<file path="config.mk">
export PLATFORM = sky130hd
export DESIGN_NAME = relu_layer_collect
export DESIGN_NICKNAME = d
export VERILOG_FILES = /design/src/rtl/relu_layer_collect.sv
export SDC_FILE = /design/constraint.sdc
export NUM_CORES = 1
export LEC_CHECK = 0
export ABC_CLOCK_PERIOD_IN_PS = 6000
export BUFFER_PORTS_ARGS = -buffer_cell sky130_fd_sc_hd__buf_4
export CORE_MARGIN = 1.5
export CORE_UTILIZATION = 54
export CTS_CLUSTER_DIAMETER = 40
export CTS_CLUSTER_SIZE = 30
export DETAILED_ROUTE_END_ITERATION = 7
export PLACE_DENSITY = 0.72
export SLEW_MARGIN = 15
export SYNTH_ARGS = -nofsm -noshare
export SYNTH_HDL_FRONTEND = slang
export SYNTH_SLANG_ARGS = --single-unit
</file>
<file path="constraint.sdc">
create_clock -name clk -period 6 [get_ports clk]
set_input_delay 0.3 -clock clk [delete_from_list [all_inputs] [get_ports clk]]
set_output_delay 0.3 -clock clk [all_outputs]
set_load 0.02 [all_outputs]
</file>
<file path="src/rtl/relu_layer_collect.sv">
// relu_layer_collect: captures per-neuron pre-activations, applies ReLU,
// buffers one layer and scans the buffer for the argmax once it is full.
module relu_layer_collect #(
    parameter int N_NEURONS = 8,
    parameter int DATA_W    = 64,
    parameter int IDX_W     = 3
) (
    input  logic              clk,
    input  logic              rst,
    input  logic              done_act_1,
    input  logic [DATA_W-1:0] act_out,
    input  logic [31:0]       n_n1,
    input  logic [IDX_W-1:0]  rd_addr,
    output logic [DATA_W-1:0] rd_data,
    output logic              layer_done,
    output logic [IDX_W-1:0]  argmax_idx,
    output logic [DATA_W-1:0] max_val,
    output logic              busy,
    output logic              err
);

    typedef enum logic [1:0] {
        COLLECT,
        SCAN,
        DONE
    } state_t;

    state_t state, state_nx;

    logic                 done_q;
    logic [DATA_W-1:0]    mem [N_NEURONS];
    logic [N_NEURONS-1:0] valid;

    logic                 skid_v;
    logic [DATA_W-1:0]    skid_val;
    logic [IDX_W-1:0]     skid_idx;

    logic [IDX_W-1:0]     scan_k;
    logic [DATA_W-1:0]    run_max;
    logic [IDX_W-1:0]     run_idx;

    logic                 cap;
    logic                 idx_ok;
    logic [IDX_W-1:0]     cap_idx;
    logic [DATA_W-1:0]    relu_val;
    logic                 last_k;
    logic [DATA_W-1:0]    cur_val;
    logic [DATA_W-1:0]    cand_val;
    logic [IDX_W-1:0]     cand_idx;

    assign cap      = done_act_1 && !done_q;
    assign idx_ok   = n_n1 < 32'(N_NEURONS);
    assign cap_idx  = n_n1[IDX_W-1:0];
    assign relu_val = act_out[DATA_W-1] ? '0 : act_out;
    assign last_k   = scan_k == IDX_W'(N_NEURONS - 1);

    assign layer_done = state == DONE;
    assign busy       = state != COLLECT;

    // Non-negative doubles order the same as their raw bit patterns.
    always_comb begin
        cur_val  = mem[scan_k];
        cand_val = run_max;
        cand_idx = run_idx;
        if (scan_k == '0 || cur_val > run_max) begin
            cand_val = cur_val;
            cand_idx = scan_k;
        end
    end

    always_comb begin
        state_nx = state;
        unique case (state)
            COLLECT: if (&valid) state_nx = SCAN;
            SCAN:    if (last_k) state_nx = DONE;
            DONE:    state_nx = COLLECT;
            default: state_nx = COLLECT;
        endcase
    end

    always_ff @(posedge clk) begin
        if (rst) begin
            state      <= COLLECT;
            done_q     <= 1'b0;
            valid      <= '0;
            skid_v     <= 1'b0;
            skid_val   <= '0;
            skid_idx   <= '0;
            scan_k     <= '0;
            run_max    <= '0;
            run_idx    <= '0;
            rd_data    <= '0;
            argmax_idx <= '0;
            max_val    <= '0;
            err        <= 1'b0;
            for (int i = 0; i < N_NEURONS; i++) begin
                mem[i] <= '0;
            end
        end else begin
            state   <= state_nx;
            done_q  <= done_act_1;
            rd_data <= mem[rd_addr];
            if (cap && !idx_ok) begin
                err <= 1'b1;
            end
            unique case (state)
                COLLECT: begin
                    scan_k <= '0;
                    if (skid_v) begin
                        mem[skid_idx]   <= skid_val;
                        valid[skid_idx] <= 1'b1;
                        skid_v          <= 1'b0;
                    end
                    if (cap && idx_ok) begin
                        mem[cap_idx]   <= relu_val;
                        valid[cap_idx] <= 1'b1;
                    end
                end
                SCAN, DONE: begin
                    if (state == SCAN) begin
                        run_max <= cand_val;
                        run_idx <= cand_idx;
                        scan_k  <= scan_k + 1'b1;
                        if (last_k) begin
                            max_val    <= cand_val;
                            argmax_idx <= cand_idx;
                        end
                    end else begin
                        valid <= '0;
                    end
                    // Next-layer results arriving while busy wait in the skid.
                    if (cap && idx_ok) begin
                        if (skid_v) begin
                            err <= 1'b1;
                        end else begin
                            skid_v   <= 1'b1;
                            skid_val <= relu_val;
                            skid_idx <= cap_idx;
                        end
                    end
                end
                default: ;
            endcase
        end
    end

endmodule
</file>
# Yosys cells after proc, flatten, opt, wreduce, memory -nomap -nowiden
# Memories as Yosys holds them, arrays and structs flattened. A register that Yosys moved wholly into a read port is not among the register bits.
# Cells that the tools add are included.
# word_totals
memories	1
out_inout_bits	134
ff_bits	217
wordCells	96
mem_bits_rw	512
# mem_list
name	words	word_bits	rd	rd_clocked_by_memory_dff	wr	line_no	rtl
mem	8	64	2	2	8	31	logic [DATA_W-1:0] mem [N_NEURONS];
# classes
n_eq_ne	8
n_reduce_logical	23
addsub	1
order_cmp	6
mux	42
n_bitwise	3
# op_table
operator	n
two-way mux 64 bit	3
OR reduction 64 bit	2
> comparator 64 bit	1
two-way mux 63 bit	1
two-way mux 8 bit	5
less-than comparator 32 x 4 -> 1 bit (second input constant)	1
two-way mux 1 bit	19
two-way mux 3 bit	6
bitwise OR 8 bit	2
one-hot mux 8 bit (2 select lines)	1
inequality test 2 bit (second input constant)	5
AND reduction 2 bit	5
less-than comparator 3 x 4 -> 1 bit (second input constant)	2
AND reduction 8 bit	1
demux 1 bit (select 3 bit)	2
greater-or-equal comparator 3 x 1 -> 1 bit (second input constant)	2
one-hot mux 3 bit (2 select lines)	1
AND reduction 3 bit	2
logical AND 1 bit	5
two-way mux 2 bit	2
one-hot mux 2 bit (2 select lines)	1
nonzero test 2 bit	2
adder 3 x 1 -> 3 bit (second input constant)	1
equality test 3 bit (second input constant)	1
other kinds (9)	10

# Logic depth before layout (Yosys ltp)
# logic_depth
depth_word	11
ltp_mapped	16

# Worst setup path before layout
# No wires, ideal clock.
# synth_path
path_kind	register -> register
from	register state[0]
to	memory mem[4][0], enable pin
path_buffers	0
path_stages_with_launch	7
setup_ps	501
t_arrival_ps	4114
setup_slack_ps	1386
path_cell_list	dfxtp_1 inv_1 ha_1 inv_1 nor2_1 nand2_1 o211ai_1
# synth_rtl
element	line_no	rtl
start: declaration	28	state_t state, state_nx;
start signal: assignment	100	state <= state_nx;
end: declaration	31	

==> results_dict.tcl <==
set metrics [dict create \
    status "finished clean" \
    cts_buffers 116 \
    finalSetupViolCount 0 \
    grt_max_degree 72 \
    postCtsSetupBuffers 0 \
    max_freq_mhz 200 \
    crit_path_start_kind "flip-flop" \
    critical_path.max_fanout 69 \
    hold_path.class "in -> reg" \
    fp.dieH_microns 277 \
    hpwl_microns 69900 \
    slew_headroom_pct 15.1 \
    ys.warnings.count 0 \
    power_density_nw_per_um2 299 \
    cts_tree "built" \
    cts_root_buffer "clkbuf_16" \
    yosysMostFrequentCell "nand2_1" \
    drive_gt1_share_pct 22.2 \
    critPathRequiredTime_ps 6560 \
    clockBufferDepth 3 \
    antenna_found_initial 1 \
    viasPerCell 6.64 \
    synth_nets 3879 \
    start_util_pct 54.6 \
    die_w_microns 277 \
    clk_pin_slew_ps 60 \
    tightest_slew_ps 1270 \
    drv_slew 0 \
    fin_skew_ps 27.2 \
    drc 0 \
    drtIter0Drc 4420 \
    port_buffers 234 \
    firstDrtPassIters 6 \
    grt_pass1_wl_microns 197000 \
    core-area_sq_um 74400 \
    routedWlPerCell_microns 27.3 \
    synth-edff-count 504 \
    setup_ws_ps 994 \
    p_leak_nw 16.3 \
    ys_ff_latch 786 \
    vias 32174 \
    reg2reg_slack_ps 990 \
    hold_start "rst" \
    crit_type "reg -> reg" \
    met3_usage_pct 7.13 \
    drtAntennaViolNets 0 \
    async_flop_share_pct 0 \
    cp.arrival_ps 5560 \
    seq_area_frac_synth_pct 51.2 \
    hold_ws_ps 60.5 \
    post-route-period-util_pct 83.4 \
    dieArea_sq_um 76900 \
    avgSynthCellArea_sq_um 11.0 \
    h-tree-depth 3 \
    synth_cell_types 58 \
    path_cells "buf_12, mux4_2, mux2_2, ha_1, a21oi_1, o21ai_0, a221oi_1, a31o_1, and4_2, buf_4, o211ai_1, a32o_1" \
    ioPinCount 236 \
    tns_ps 0 \
    ctsHoldBuffers 4 \
    cp_num_buf_inv 2 \
    crit_path_top_delay_cell "dfxtp_4" \
    ctsResizeCount 0 \
    timing_hold_violations_final 0 \
    grt_overflow 0 \
    row_count 100 \
    ys_top_cells_by_area "edfxtp_1 37%, mux4_2 14%, dfxtp_1 14%" \
    holdPathEnd "err" \
    maxCapViolations 0 \
    met2_usage_pct 53.8 \
    place_ws_ps 1120 \
    syn_area_sq_um 40600 \
    rsz0062_at_grt "false" \
    grt_usage_pct 34.0 \
    grt-busiest-layer "met2" \
    area_growth_pct 16.1 \
    min_period_ps 5010 \
    ys.flop_type "edfxtp_1" \
    clk_latency_ps 690 \
    met1_usage_pct 44.9 \
    synth_top_area_share_pct 37.3 \
    cts.sinks 786 \
    hold_depth 2 \
    yosys.area.top_type "edfxtp_1" \
    grt_pass1_vias 31527 \
    final_nets 3940 \
    num_antenna_cells 0 \
    max_stage_delay_ps 840 \
    ir_drop_mv 0.232 \
    cp-end-kind "flip-flop" \
    r2r-end "max_val[36]" \
    synthCells 3708 \
    gp_congestion 0.861 \
    cp_top_family "compound AO/OA/AOI/OAI gates" \
    synth_commonest_cells "665 x nand2_1, 569 x o21ai_0, 504 x edfxtp_1" \
    wl_microns 132000 \
    reg2reg_depth 12 \
]
-- report_power, final --
group	switching, W	internal [W]	total [W]
registers	0.0000781	0.00591	0.00599
clock network	0.00279	0.00426	0.00705
logic	0.000647	0.000402	0.00105
total	0.00352	0.0106	0.0141
-- metal layers --
| metal | vias up | share of wire (%) | wire [microns] |
|---|---|---|---|
| met3 | 486 | 13 | 17200 |
| met1 | 15525 | 36 | 47500 |
| met4 | 0 | 4.8 | 6340 |
| met5 | - | 0 | 0 |
| met2 | 2387 | 46 | 61300 |
| li1 | 13776 | - | - |
-- sequential cells by signal, summed over array words and instances, names as in the netlist, 2 cells and up, named ones only --
name and flops:
mem 504, max_val 64, run_max 64, rd_data 63, skid_val 63, valid 8, argmax_idx 3, run_idx 3
scan_k 3, skid_idx 3, state 2
-- logic make-up (layout without fill, tap and decap cells) --
group / Yosys count / in the layout / synth area share (%)
AOI/OAI and AO/OA: 872 / 872 / 12.3
xor gates and xnor gates: 1 / 1 / 0.0216
adders and majority gates: 69 / 69 / 2.13
buffers and inverters: 437 / 602 / 4.23
DFF: 786 / 786 / 51.2
muxes: 447 / 447 / 19.0
other: 1 / 1 / 0.00923
and+or+nand+nor: 1095 / 1095 / 11.1
-- cell usage in the layout, fill, tap and decap left out, types with 19 or more instances in the layout --
cell type,count
nand2_1,659
o21ai_0,569
edfxtp_1,504
nor2_1,279
dfxtp_1,279
buf_4,279
mux4_2,252
mux2i_1,132
clkbuf_16,119
a21oi_1,105
inv_1,77
o211ai_1,74
nand2b_1,69
ha_1,69
a32o_1,64
mux2_2,62
inv_6,31
nand4_1,19
-- worst max-delay path by stage --
stage | start | endpoint | slack [ps] | cells after the start
3_3_place_gp | flip-flop | max_val[13] | 1210 | 12
6_report | flip-flop | max_val[36] | 990 | 12
4_1_cts | flip-flop | max_val[36] | 1100 | 12
5_1_grt | flip-flop | run_max[14] | 810 | 12
2_1_floorplan | state[0] | mem[4][0] | 1390 | 6
3_5_place_dp | flip-flop | max_val[26] | 1120 | 12
-- through the flow --
stage | area (sq um) | util (%) | cells | total power [W]
2_1_floorplan | 40600 | - | 3708 | 0.00675
3_3_place_gp | 43000 | 57.8 | 4616 | 0.00710
3_5_place_dp | 43000 | 57.8 | 4616 | 0.00713
4_1_cts | 47100 | 63.3 | 4842 | 0.0141
5_1_grt | 47100 | 63.3 | 4842 | 0.0144
6_report | 47100 | 63.3 | 4842 | 0.0141
-- layout make-up --
type / instances / area [sq um]
flip-flops and latches: 786 / 20800
inverters: 78 / 295
repair buffers: 302 / 2500
clock inverters: 93 / 1010
well taps: 969 / 1210
multi-input cells: 2485 / 18300
fillers: 5636 / 27300
clock buffers: 129 / 3070
Power figures use the tool's default switching activity.
